$ cat config.mk
export PLATFORM = sky130hd
export DESIGN_NAME = pcm_sample_pacer
export DESIGN_NICKNAME = d
export VERILOG_FILES = /design/src/rtl/pcm_pkg.sv /design/src/rtl/pcm_sample_pacer_fifo.sv /design/src/rtl/pcm_sample_pacer.sv
export SDC_FILE = /design/constraint.sdc
export NUM_CORES = 1
export LEC_CHECK = 0
export BUFFER_PORTS_ARGS = -buffer_cell sky130_fd_sc_hd__buf_2
export CAP_MARGIN = 20
export CELL_PAD_IN_SITES_DETAIL_PLACEMENT = 1
export CELL_PAD_IN_SITES_GLOBAL_PLACEMENT = 1
export CORE_MARGIN = 2
export CORE_UTILIZATION = 30
export DETAILED_ROUTE_END_ITERATION = 10
export GPL_ROUTABILITY_DRIVEN = 0
export HOLD_SLACK_MARGIN = 0.06
export PLACE_DENSITY_LB_ADDON = 0.1
export SETUP_SLACK_MARGIN = 0.4
export SLEW_MARGIN = 10
export SYNTH_ARGS = -nofsm -noshare
export SYNTH_HDL_FRONTEND = slang
export SYNTH_SLANG_ARGS = --single-unit
$ cat constraint.sdc
create_clock -name clk -period 6.6 [get_ports clk]
set_input_delay 0 -clock clk [delete_from_list [all_inputs] [get_ports clk]]
set_output_delay 0 -clock clk [all_outputs]
set_load 0.02 [all_outputs]
$ cat src/rtl/pcm_pkg.sv
// pcm_pkg: PCM sample type, default pacing and offer-state encoding.
// Shared by the sample pacer and the PCM-to-PWM converter.
package pcm_pkg;
    localparam int PCM_W = 16;
    localparam int CLK_PER_SAMPLE_DEF = 2268;
    typedef logic signed [PCM_W-1:0] pcm_sample_t;
    typedef enum logic {IDLE, OFFER} offer_state_t;
endpackage

$ cat src/rtl/pcm_sample_pacer_fifo.sv
// sync_fifo: single-clock FIFO with the head word visible combinationally on dout.
module sync_fifo #(
    parameter int DEPTH = 16,
    parameter type T = logic [15:0]
) (
    input  logic                   clk,
    input  logic                   rst,
    input  logic                   push,
    input  logic                   pop,
    input  T                       din,
    output T                       dout,
    output logic                   full,
    output logic                   empty,
    output logic [$clog2(DEPTH):0] count
);
    localparam int AW = $clog2(DEPTH);
    T mem [DEPTH];
    logic [AW-1:0] wr_q, wr_d, rd_q, rd_d;
    logic [AW:0] cnt_q, cnt_d;
    always_comb begin
        wr_d = push ? wr_q + AW'(1) : wr_q;
        rd_d = pop ? rd_q + AW'(1) : rd_q;
        cnt_d = cnt_q + (AW+1)'(push) - (AW+1)'(pop);
    end
    always_ff @(posedge clk or negedge rst) begin
        if (!rst) begin
            wr_q <= '0;
            rd_q <= '0;
            cnt_q <= '0;
        end else begin
            wr_q <= wr_d;
            rd_q <= rd_d;
            cnt_q <= cnt_d;
        end
    end
    always_ff @(posedge clk) begin
        if (push) mem[wr_q] <= din;
    end
    assign dout = mem[rd_q];
    assign full = cnt_q == (AW+1)'(DEPTH);
    assign empty = cnt_q == '0;
    assign count = cnt_q;
endmodule

$ cat src/rtl/pcm_sample_pacer.sv
// pcm_sample_pacer: buffers producer PCM samples and releases exactly one per
// audio sample period to the converter, flagging underruns and missed deadlines.
module pcm_sample_pacer
    import pcm_pkg::*;
#(
    parameter int CLK_PER_SAMPLE = CLK_PER_SAMPLE_DEF,
    parameter int DEPTH = 16,
    parameter int PCM_W = pcm_pkg::PCM_W
) (
    input  logic                   clk,
    input  logic                   rst,
    input  logic                   in_valid,
    input  logic [PCM_W-1:0]       in_data,
    output logic                   in_ready,
    output logic                   PCM_valid,
    output logic [PCM_W-1:0]       PCM_data,
    input  logic                   PCM_ack,
    output logic [$clog2(DEPTH):0] fill_level,
    output logic                   underrun,
    output logic                   missed_tick,
    input  logic                   clr_flags
);
    localparam int CW = $clog2(CLK_PER_SAMPLE);
    typedef logic [PCM_W-1:0] word_t;
    logic [CW-1:0] cnt_q, cnt_d;
    offer_state_t state_q, state_d;
    word_t data_q, data_d, head;
    logic under_q, under_d, miss_q, miss_d;
    logic tick, push, pop, serve, full, empty;

    sync_fifo #(.DEPTH(DEPTH), .T(word_t)) u_fifo (
        .clk(clk),
        .rst(rst),
        .push(push),
        .pop(pop),
        .din(in_data),
        .dout(head),
        .full(full),
        .empty(empty),
        .count(fill_level)
    );

    always_comb begin
        tick = cnt_q == CW'(CLK_PER_SAMPLE - 1);
        cnt_d = tick ? '0 : cnt_q + CW'(1);
        push = in_valid & in_ready;
        // an ack on the tick cycle frees the slot, so that tick is served, not missed
        serve = tick & ((state_q == IDLE) | PCM_ack);
        pop = serve & ~empty;
        state_d = serve ? OFFER : (PCM_ack ? IDLE : state_q);
        data_d = pop ? head : data_q;
        under_d = (under_q & ~clr_flags) | (serve & empty);
        miss_d = (miss_q & ~clr_flags) | (tick & ~serve);
    end

    always_ff @(posedge clk or negedge rst) begin
        if (!rst) begin
            cnt_q <= '0;
            state_q <= IDLE;
            data_q <= '0;
            under_q <= 1'b0;
            miss_q <= 1'b0;
        end else begin
            cnt_q <= cnt_d;
            state_q <= state_d;
            data_q <= data_d;
            under_q <= under_d;
            miss_q <= miss_d;
        end
    end

    assign in_ready = rst & ~full;
    assign PCM_valid = state_q == OFFER;
    assign PCM_data = data_q;
    assign underrun = under_q;
    assign missed_tick = miss_q;
endmodule

==> impl_metrics.yaml, run 1 <==
clock_tree:
  clk_latency_ns: 0.51
  cts_setup_buffers: 0
  root_buffer: "clkbuf_16"
  clk_pin_slew_worst_paths_ns: 0.06
  cts.sinks: 300
  tritoncts: "yes"
  cts_resized: 0
  clockBufferDepth: 3
  htree_levels: 2
  numCtsBuffers: 35
detailed_routing:
  drtIter0Drc: 337
  drcViolationCount: 0
  routed_wl_mm: 27.71
  vias: 5690
  wire_per_inst_um: 22.79
  drt-pass1-iter-count: 4
  via_per_inst: 4.679
  drtAntennaViolNets: 0
timing:
  relSlewSlack_pct: 38.17
  fin_ws_ns: 3.325
  maxSlewViolCount: 0
  max_freq_ghz: 0.3053
  tightestPinTransition_ns: 0.9274
  fin_worst_skew_ns: 0.01098
  hold_violations: 0
  timing.final.crit_share_pct: 49.63
  rsz0062_at_grt: "no"
  whs_ns: 0.1642
  fin_setup_tns_ns: 0
  setup_violations: 0
  period_needed_ns: 3.275
global_routing:
  grt.total_usage_pct: 13.97
  grt_pass1_vias: 6472
  grt_max_degree: 46
  overflow: 0
  grt_pass1_wl_mm: 42.03
  antenna_found_initial: 0
status:
  run_status: "complete, no violations"
critical_path:
  critPathKind: "flip-flop to flip-flop"
  cp-end-kind: "flip-flop"
  crit_path_start: "cnt_q[8]$_DFF_PN0_"
  worstReg2RegStart: "cnt_q[8]$_DFF_PN0_"
  start_kind: "flip-flop"
  critical_path_arrival_ns: 3.70
  path_max_fanout: 19
  cp.required_ns: 7.03
place:
  pre_cts_ws_ns: 3.267
  dp_hpwl_mm: 16.89
  io_buffers: 45
power_and_ir_drop:
  p_switching_uw: 1029
  p_per_area_nw_per_um2: 317.7
  p_int_uw: 3480
  sw_frac_of_total_pct: 22.83
  power.share.clock_pct: 42.1
  p_leak_uw: 0.004731
  pwr-share-comb_pct: 8.3
  seq_power_share_pct: 49.6
  peakVddDrop_mv: 0.1708
yosys:
  yosys_warnings: 0
  syn-cell-area_um2: 11840
  ys.flop_type: "edfxtp_1"
  syn_avg_cell_area_um2: 20.62
  synth-edff-count: 256
  ys_seq_area_share_pct: 74.25
  yosysTopAreaCell: "edfxtp_1"
  yosysTopAreaCellShare_pct: 64.95
  ys_ff_latch: 300
  postSynthCellCount: 574
  synth.area.top_cells: "edfxtp_1, mux4_2, dfrtp_1"
  syn_nets: 608
  synth.distinct_cells: 39
  ys_async_sr_fraction_pct: 14.67
finish:
  drive_gt1_share_pct: 29.94
  fin_util_pct: 36.55
  antenna_cells: 0
  nNetsFinal: 707
  area_growth_pct: 19.91
floorplanning:
  dieArea_um2: 41060
  coreArea_um2: 38830
  fp.dieW_um: 202.6
  die_y_um: 202.6
  initial_core_util_pct: 30.48
  num_io_pins: 46
  rows: 72
run:
  drv_cap: 0
hold_path:
  min_path_type: "input port to async pin"
[metrics by stage]
stage,std cells,total power (uW),area (um^2)
6_report,1216,4510,14190
5_1_grt,1216,4685,14190
4_1_cts,1216,4582,14190
3_5_place_dp,1133,2647,12840
3_3_place_gp,1129,2622,12790
2_1_floorplan,574,2468,11840
[state kept, by name (all words and copies together) (netlist names)]
name,cells
cnt_q,12
u_fifo.wr_q,4
u_fifo.mem,256
u_fifo.count,5
missed_tick,1
u_fifo.rd_q,4
underrun,1
PCM_data,16
PCM_valid,1
[cell type report]
cell class | count | area (um^2)
Timing Repair Buffer | 85 | 604.3
Inverter | 17 | 63.81
Tap cell | 518 | 648.1
Fill cell | 3766 | 24630
Clock buffer | 51 | 1007
Clock inverter | 11 | 131.4
Sequential cell | 300 | 8795
Multi-Input combinational cell | 234 | 2943
[cell families after synthesis]
| family | after synthesis | synth area share, % |
|---|---|---|
| AO/OA/AOI/OAI | 12 | 0.7082 |
| XOR/XNOR | 18 | 1.332 |
| adder cells (fa/ha/maj) | 13 | 1.438 |
| buffers and inverters | 40 | 1.395 |
| flip-flops | 300 | 74.25 |
| multiplexers | 130 | 18.19 |
| AND/OR/NAND/NOR | 61 | 2.685 |
[worst paths after layout]
check	end	slack, ns	depth (start not counted)
max in group asynchronous	u_fifo.rd_q[0]$_DFFE_PN0P_	5.89	3
min in group clk	missed_tick$_DFF_PN0_	0.25	3
min	u_fifo.count[3]$_DFF_PN0_	0.16	3
min reg2reg	cnt_q[0]$_DFF_PN0_	0.45	1
max	u_fifo.count[4]$_DFF_PN0_	3.32	13
max reg2reg	u_fifo.count[4]$_DFF_PN0_	3.32	13
[routing by layer]
layer	GRT usage, %	up-vias	share of wire, %
met2	23.73	75	49
met3	2.231	37	3.0
met5	0	-	0
met4	4.301	0	2.1
met1	18.43	3075	46
li1	-	2503	-
[cells in the final DEF, fill, tap and decap left out, drive strengths merged, types with 6 or more instances in the layout]
cell / count
edfxtp: 256
dlygate4sd3: 21
mux2i: 49
ha: 12
buf: 64
dfrtp: 44
xor2: 7
xnor2: 11
mux4: 64
clkbuf: 51
nand2: 13
nor2: 21
inv: 18
clkinv: 6
mux2: 17
[Yosys cell counts (2+ instances only)]
library cell / instances
edfxtp_1: 256
mux4_2: 64
mux2i_1: 49
dfrtp_1: 44
nor2_1: 21
inv_1: 17
ha_1: 12
nand2_1: 12
xnor2_1: 11
clkbuf_1: 10
mux2_4: 8
mux2_1: 7
xor2_1: 7
buf_1: 6
buf_2: 6
nand3_1: 5
nor3_1: 5
nand4_1: 4
a21oi_1: 3
nand2b_1: 3
and2_1: 2
and3_1: 2
mux2_2: 2
nand3b_1: 2
o22ai_1: 2
[power by group through the flow]
| stage | combinational [uW] | clock, uW | sequential [uW] |
|---|---|---|---|
| after floorplan | 205 | 0 | 2260 |
| after global placement | 355 | 0 | 2270 |
| after detailed placement | 372 | 0 | 2280 |
| after CTS | 385 | 1960 | 2240 |
| after global routing | 415 | 2020 | 2250 |
| final | 375 | 1900 | 2240 |
[worst max-delay path, cell delays in order (launching register included)]
cell and delay (ns):
dfrtp_1 0.41, or4_4 0.58, nor4b_4 0.38, nand2_4 0.32, inv_1 0.13, ha_1 0.23
inv_1 0.06, ha_1 0.16, inv_1 0.06, fa_1 0.40, inv_1 0.07, a21oi_1 0.06
o21bai_1 0.19, xnor2_1 0.14
[what timing repair did]
item,CTS,global route
setup endpoints to repair,0,0
hold endpoints to repair,307,0
hold buffers,21,0
No activity file was read; power rests on OpenSTA's default activity.
==> run 2: changes to the inputs <==
Clock period 6.6 ns to 2.7 ns, I/O delays scaled along.
==> impl_metrics.yaml, run 2 (same netlist as run 1, synthesis figures left out) <==
status:
  run_status: "complete, no violations"
clock_tree:
  cts.sinks: 300
  clk_latency_ns: 0.54
  tritoncts: "yes"
  clk_pin_slew_worst_paths_ns: 0.05
  root_buffer: "clkbuf_16"
  numCtsBuffers: 36
  htree_levels: 2
  clockBufferDepth: 3
detailed_routing:
  drtAntennaViolNets: 0
  drcViolationCount: 0
  drtIter0Drc: 342
  via_per_inst: 4.648
  vias: 5805
  routed_wl_mm: 28.60
  wire_per_inst_um: 22.90
  drt-pass1-iter-count: 4
power_and_ir_drop:
  peakVddDrop_mv: 0.3652
  p_per_area_nw_per_um2: 749.5
  p_leak_uw: 0.004922
timing:
  timing.final.crit_share_pct: 96.01
  max_freq_ghz: 0.3857
  period_needed_ns: 2.592
  fin_ws_ns: 0.1076
  tightestPinTransition_ns: 0.7133
  setup_violations: 0
  rsz0062_at_grt: "yes"
  fin_worst_skew_ns: 0.02732
  whs_ns: 0.2148
  fin_setup_tns_ns: 0
  maxSlewViolCount: 0
  relSlewSlack_pct: 52.45
  hold_violations: 0
place:
  place_inst: 1148
  place_area_um2: 13150
  dp_hpwl_mm: 15.83
  pre_cts_ws_ns: -0.02452
  io_buffers: 45
run:
  drv_cap: 0
critical_path:
  start_kind: "flip-flop"
  critPathKind: "flip-flop to flip-flop"
  cp.required_ns: 3.16
  path_max_fanout: 2
  critical_path_arrival_ns: 3.05
  cp-end-kind: "flip-flop"
finish:
  top_register: "u_fifo.mem"
  area_growth_pct: 23.88
  final_cell_mix: "edfxtp_1, mux4_2, mux2i_1"
  antenna_cells: 0
  finalNonFillerCells: 1249
  largest_reg_flops: 256
  fill_cells: 3747
  design_area_um2: 14660
  drive_gt1_share_pct: 34.20
  final_common_cell: "edfxtp_1"
  nNetsFinal: 740
floorplanning:
  rows: 72
  die_y_um: 202.6
  num_io_pins: 46
  coreArea_um2: 38830
  initial_core_util_pct: 30.48
  dieArea_um2: 41060
  fp.dieW_um: 202.6
global_routing:
  grt_max_degree: 66
  grt_pass1_vias: 6553
  grt.total_usage_pct: 14.45
  overflow: 0
  antenna_found_initial: 1
  grt_pass1_wl_mm: 42.82
hold_path:
  min_path_type: "input port to async pin"
-- run 2: power by group --
part | switching [uW] | internal, uW
registers | 173 | 5310
clock network | 1810 | 2610
logic | 661 | 425
total | 2650 | 8340
-- run 2: layout make-up --
cell class / count / area (um^2) / area share [%]
sequential: 300 / 8795 / 59.98
multi-input combinational: 234 / 3053 / 20.82
timing repair buffer: 117 / 1033 / 7.048
clock buffer: 49 / 970.9 / 6.622
tap: 518 / 648.1 / 4.420
clock inverter: 14 / 93.84 / 0.6400
inverter: 17 / 68.82 / 0.4693
-- run 2: repair_timing --
action                     CTS  global route
setup buffers               13             3
resized for setup           15            11
setup endpoints to repair  260           239
cloned                       1             0
hold endpoints to repair   306             0
pin swaps                   10             4
hold buffers                21             0
-- run 2: worst paths after layout --
kind	depth (start not counted)	endpoint	slack (ns)	startpoint
min in group clk	3	missed_tick$_DFF_PN0_	0.22	clr_flags
max in group asynchronous	3	u_fifo.rd_q[0]$_DFFE_PN0P_	1.93	rst
setup / recovery	13	u_fifo.count[4]$_DFF_PN0_	0.11	cnt_q[9]$_DFF_PN0_
hold / removal	3	cnt_q[3]$_DFF_PN0_	0.21	rst
setup reg to reg	13	u_fifo.count[4]$_DFF_PN0_	0.11	cnt_q[9]$_DFF_PN0_
hold reg to reg	1	cnt_q[0]$_DFF_PN0_	0.47	cnt_q[0]$_DFF_PN0_
-- run 2: stage by stage --
stage / power (uW) / utilization, %
2_1_floorplan: 6147 / -
6_report: 10990 / 37.76
4_1_cts: 11180 / 37.61
3_3_place_gp: 6517 / 33.86
5_1_grt: 11460 / 37.76
3_5_place_dp: 6574 / 33.86
-- run 2: routing by layer --
layer | vias to the layer above | wire (um) | global-route usage [%]
li1 | 2571 | - | -
met4 | 2 | 754 | 5.318
met5 | - | 13 | 0
met2 | 102 | 14650 | 24.99
met1 | 3083 | 12040 | 18.15
met3 | 47 | 1140 | 2.600
-- run 2: critical path, stage by stage, from the launching register on --
cell and delay, ns:
dfrtp_1 0.37, or4_4 0.56, nor4b_4 0.31, nand2_4 0.09, inv_4 0.06, ha_4 0.19, inv_4 0.05, ha_4 0.12
inv_2 0.03, fa_2 0.34, inv_2 0.07, a21oi_2 0.04, o21bai_1 0.15, xnor2_1 0.14
==> run 3: changes to the inputs <==
Settings changed: RECOVER_POWER set to 50.
==> impl_metrics.yaml, run 3 (same netlist as run 1, synthesis figures left out) <==
finish:
  nNetsFinal: 740
  finalNonFillerCells: 1249
  fin_util_pct: 37.66
  top_register: "u_fifo.mem"
  largest_reg_flops: 256
  final_cell_mix: "edfxtp_1, mux4_2, mux2i_1"
  final_common_cell: "edfxtp_1"
  drive_gt1_share_pct: 30.23
  antenna_cells: 0
  fill_cells: 3750
  area_growth_pct: 23.53
  design_area_um2: 14620
critical_path:
  critPathKind: "flip-flop to flip-flop"
  path_max_fanout: 2
  critPathBufInv: 4
  cp.required_ns: 3.16
  critPathTopFamily: "simple AND/OR/NAND/NOR gates"
  start_kind: "flip-flop"
  slowest_stage: "or4_4"
  cp-end-kind: "flip-flop"
  cpPeakStageDelay_ns: 0.56
  critical_path_arrival_ns: 3.05
  crit_chain: "or4_4 > nor4b_4 > nand2_4 > inv_4 > ha_4 > inv_4 > ha_4 > inv_2 > fa_2 > inv_2 > a21oi_2 > o21bai_1 > xnor2_1"
power_and_ir_drop:
  power.share.clock_pct: 40.2
  p_switching_uw: 2648
  p_per_area_nw_per_um2: 751.6
  p_int_uw: 8341
  pwr-share-comb_pct: 9.9
  sw_frac_of_total_pct: 24.10
  seq_power_share_pct: 49.9
  peakVddDrop_mv: 0.3656
  p_leak_uw: 0.004822
global_routing:
  grt_max_degree: 66
  overflow: 0
  antenna_found_initial: 1
  grt_pass1_wl_mm: 42.82
  grt.total_usage_pct: 14.45
  grt_pass1_vias: 6553
hold_path:
  min_path_type: "input port to flip-flop"
detailed_routing:
  drt-pass1-iter-count: 4
  drtIter0Drc: 342
  drtAntennaViolNets: 0
  via_per_inst: 4.653
  drcViolationCount: 0
  routed_wl_mm: 28.61
  vias: 5811
  wire_per_inst_um: 22.90
clock_tree:
  numCtsBuffers: 36
  cts.sinks: 300
  clk_latency_ns: 0.54
  root_buffer: "clkbuf_16"
  clk_pin_slew_worst_paths_ns: 0.05
  clockBufferDepth: 3
  tritoncts: "yes"
  htree_levels: 2
timing:
  tightestPinTransition_ns: 1.380
  setup_violations: 0
  max_freq_ghz: 0.3857
  rsz0062_at_grt: "yes"
  relSlewSlack_pct: 7.982
  fin_setup_tns_ns: 0
  timing.final.crit_share_pct: 96.02
  maxSlewViolCount: 0
  hold_violations: 0
  period_needed_ns: 2.593
  fin_worst_skew_ns: 0.02770
run:
  drv_cap: 0
place:
  place_inst: 1148
  io_buffers: 45
  place_area_um2: 13150
  dp_hpwl_mm: 15.83
floorplanning:
  die_y_um: 202.6
  rows: 72
  initial_core_util_pct: 30.48
  fp.dieW_um: 202.6
  dieArea_um2: 41060
  coreArea_um2: 38830
  num_io_pins: 46
status:
  run_status: "complete, no violations"
[run 3: changes by cell type in the layout (fill, tap and decap cells not counted), sizes merged]
cell / previous run / this run
buf: 95 / 65
clkbuf: 49 / 79
[run 3: final timing paths]
kind / endpoint / depth (start not counted) / start / slack (ns)
setup / recovery: u_fifo.count[4]$_DFF_PN0_ / 13 / cnt_q[9]$_DFF_PN0_ / 0.11
hold / removal: missed_tick$_DFF_PN0_ / 3 / clr_flags / 0.22
setup reg to reg: u_fifo.count[4]$_DFF_PN0_ / 13 / cnt_q[9]$_DFF_PN0_ / 0.11
hold reg to reg: cnt_q[0]$_DFF_PN0_ / 1 / cnt_q[0]$_DFF_PN0_ / 0.47
max in group asynchronous: u_fifo.rd_q[0]$_DFFE_PN0P_ / 3 / rst / 1.12
min in group asynchronous: cnt_q[3]$_DFF_PN0_ / 3 / rst / 0.57
[run 3: layer usage]
metal | vias up | routed length (um) | track usage [%]
met1 | 3084 | 12030 | 18.15
met5 | - | 13 | 0
met2 | 106 | 14650 | 24.99
li1 | 2572 | - | -
met3 | 47 | 1162 | 2.600
met4 | 2 | 754 | 5.318
[run 3: area by class of cell]
class | instances | area (um^2) | area share [%]
clock buffers | 49 | 970.9 | 6.640
clock inverters | 14 | 93.84 | 0.6418
multi-input cells | 234 | 3053 | 20.88
well taps | 518 | 648.1 | 4.433
flip-flops and latches | 300 | 8795 | 60.15
repair buffers | 117 | 992.2 | 6.786
inverters | 17 | 68.82 | 0.4706
[run 3: power by group through the flow]
| stage | sequential (uW) | clock [uW] | combinational [uW] |
|---|---|---|---|
| after floorplan | 5530 | 0 | 617 |
| after global placement | 5560 | 0 | 957 |
| after detailed placement | 5580 | 0 | 993 |
| after CTS | 5490 | 4590 | 1100 |
| after global routing | 5510 | 4740 | 1200 |
| final | 5480 | 4420 | 1080 |
[run 3: per-stage QoR]
stage | setup slack [ns] | power, uW | hold WS (ns)
after floorplan | -0.1396 | 6147 | -0.2956
after global placement | 0.05041 | 6517 | 0.2042
after global routing | 0.02880 | 11450 | 0.2165
final | 0.1074 | 10990 | 0.2230
after CTS | 0.03217 | 11180 | 0.1990
after detailed placement | -0.02452 | 6574 | 0.2147
[run 3: worst register-to-register path, cell delays in order (launching register included)]
cell      delay [ns]
dfrtp_1         0.37
or4_4           0.56
nor4b_4         0.31
nand2_4         0.09
inv_4           0.06
ha_4            0.19
inv_4           0.05
ha_4            0.12
inv_2           0.03
fa_2            0.34
inv_2           0.07
a21oi_2         0.04
o21bai_1        0.15
xnor2_1         0.14
[run 3: repair_timing]
| item | 4_1_cts | 5_1_grt |
|---|---|---|
| hold buffers | 21 | 0 |
| endpoints found under the setup margin | 260 | 239 |
| gates cloned | 1 | 0 |
| resized for setup | 15 | 11 |
| pin swaps | 10 | 4 |
| endpoints found under the hold margin | 306 | 0 |
| setup buffers | 13 | 3 |
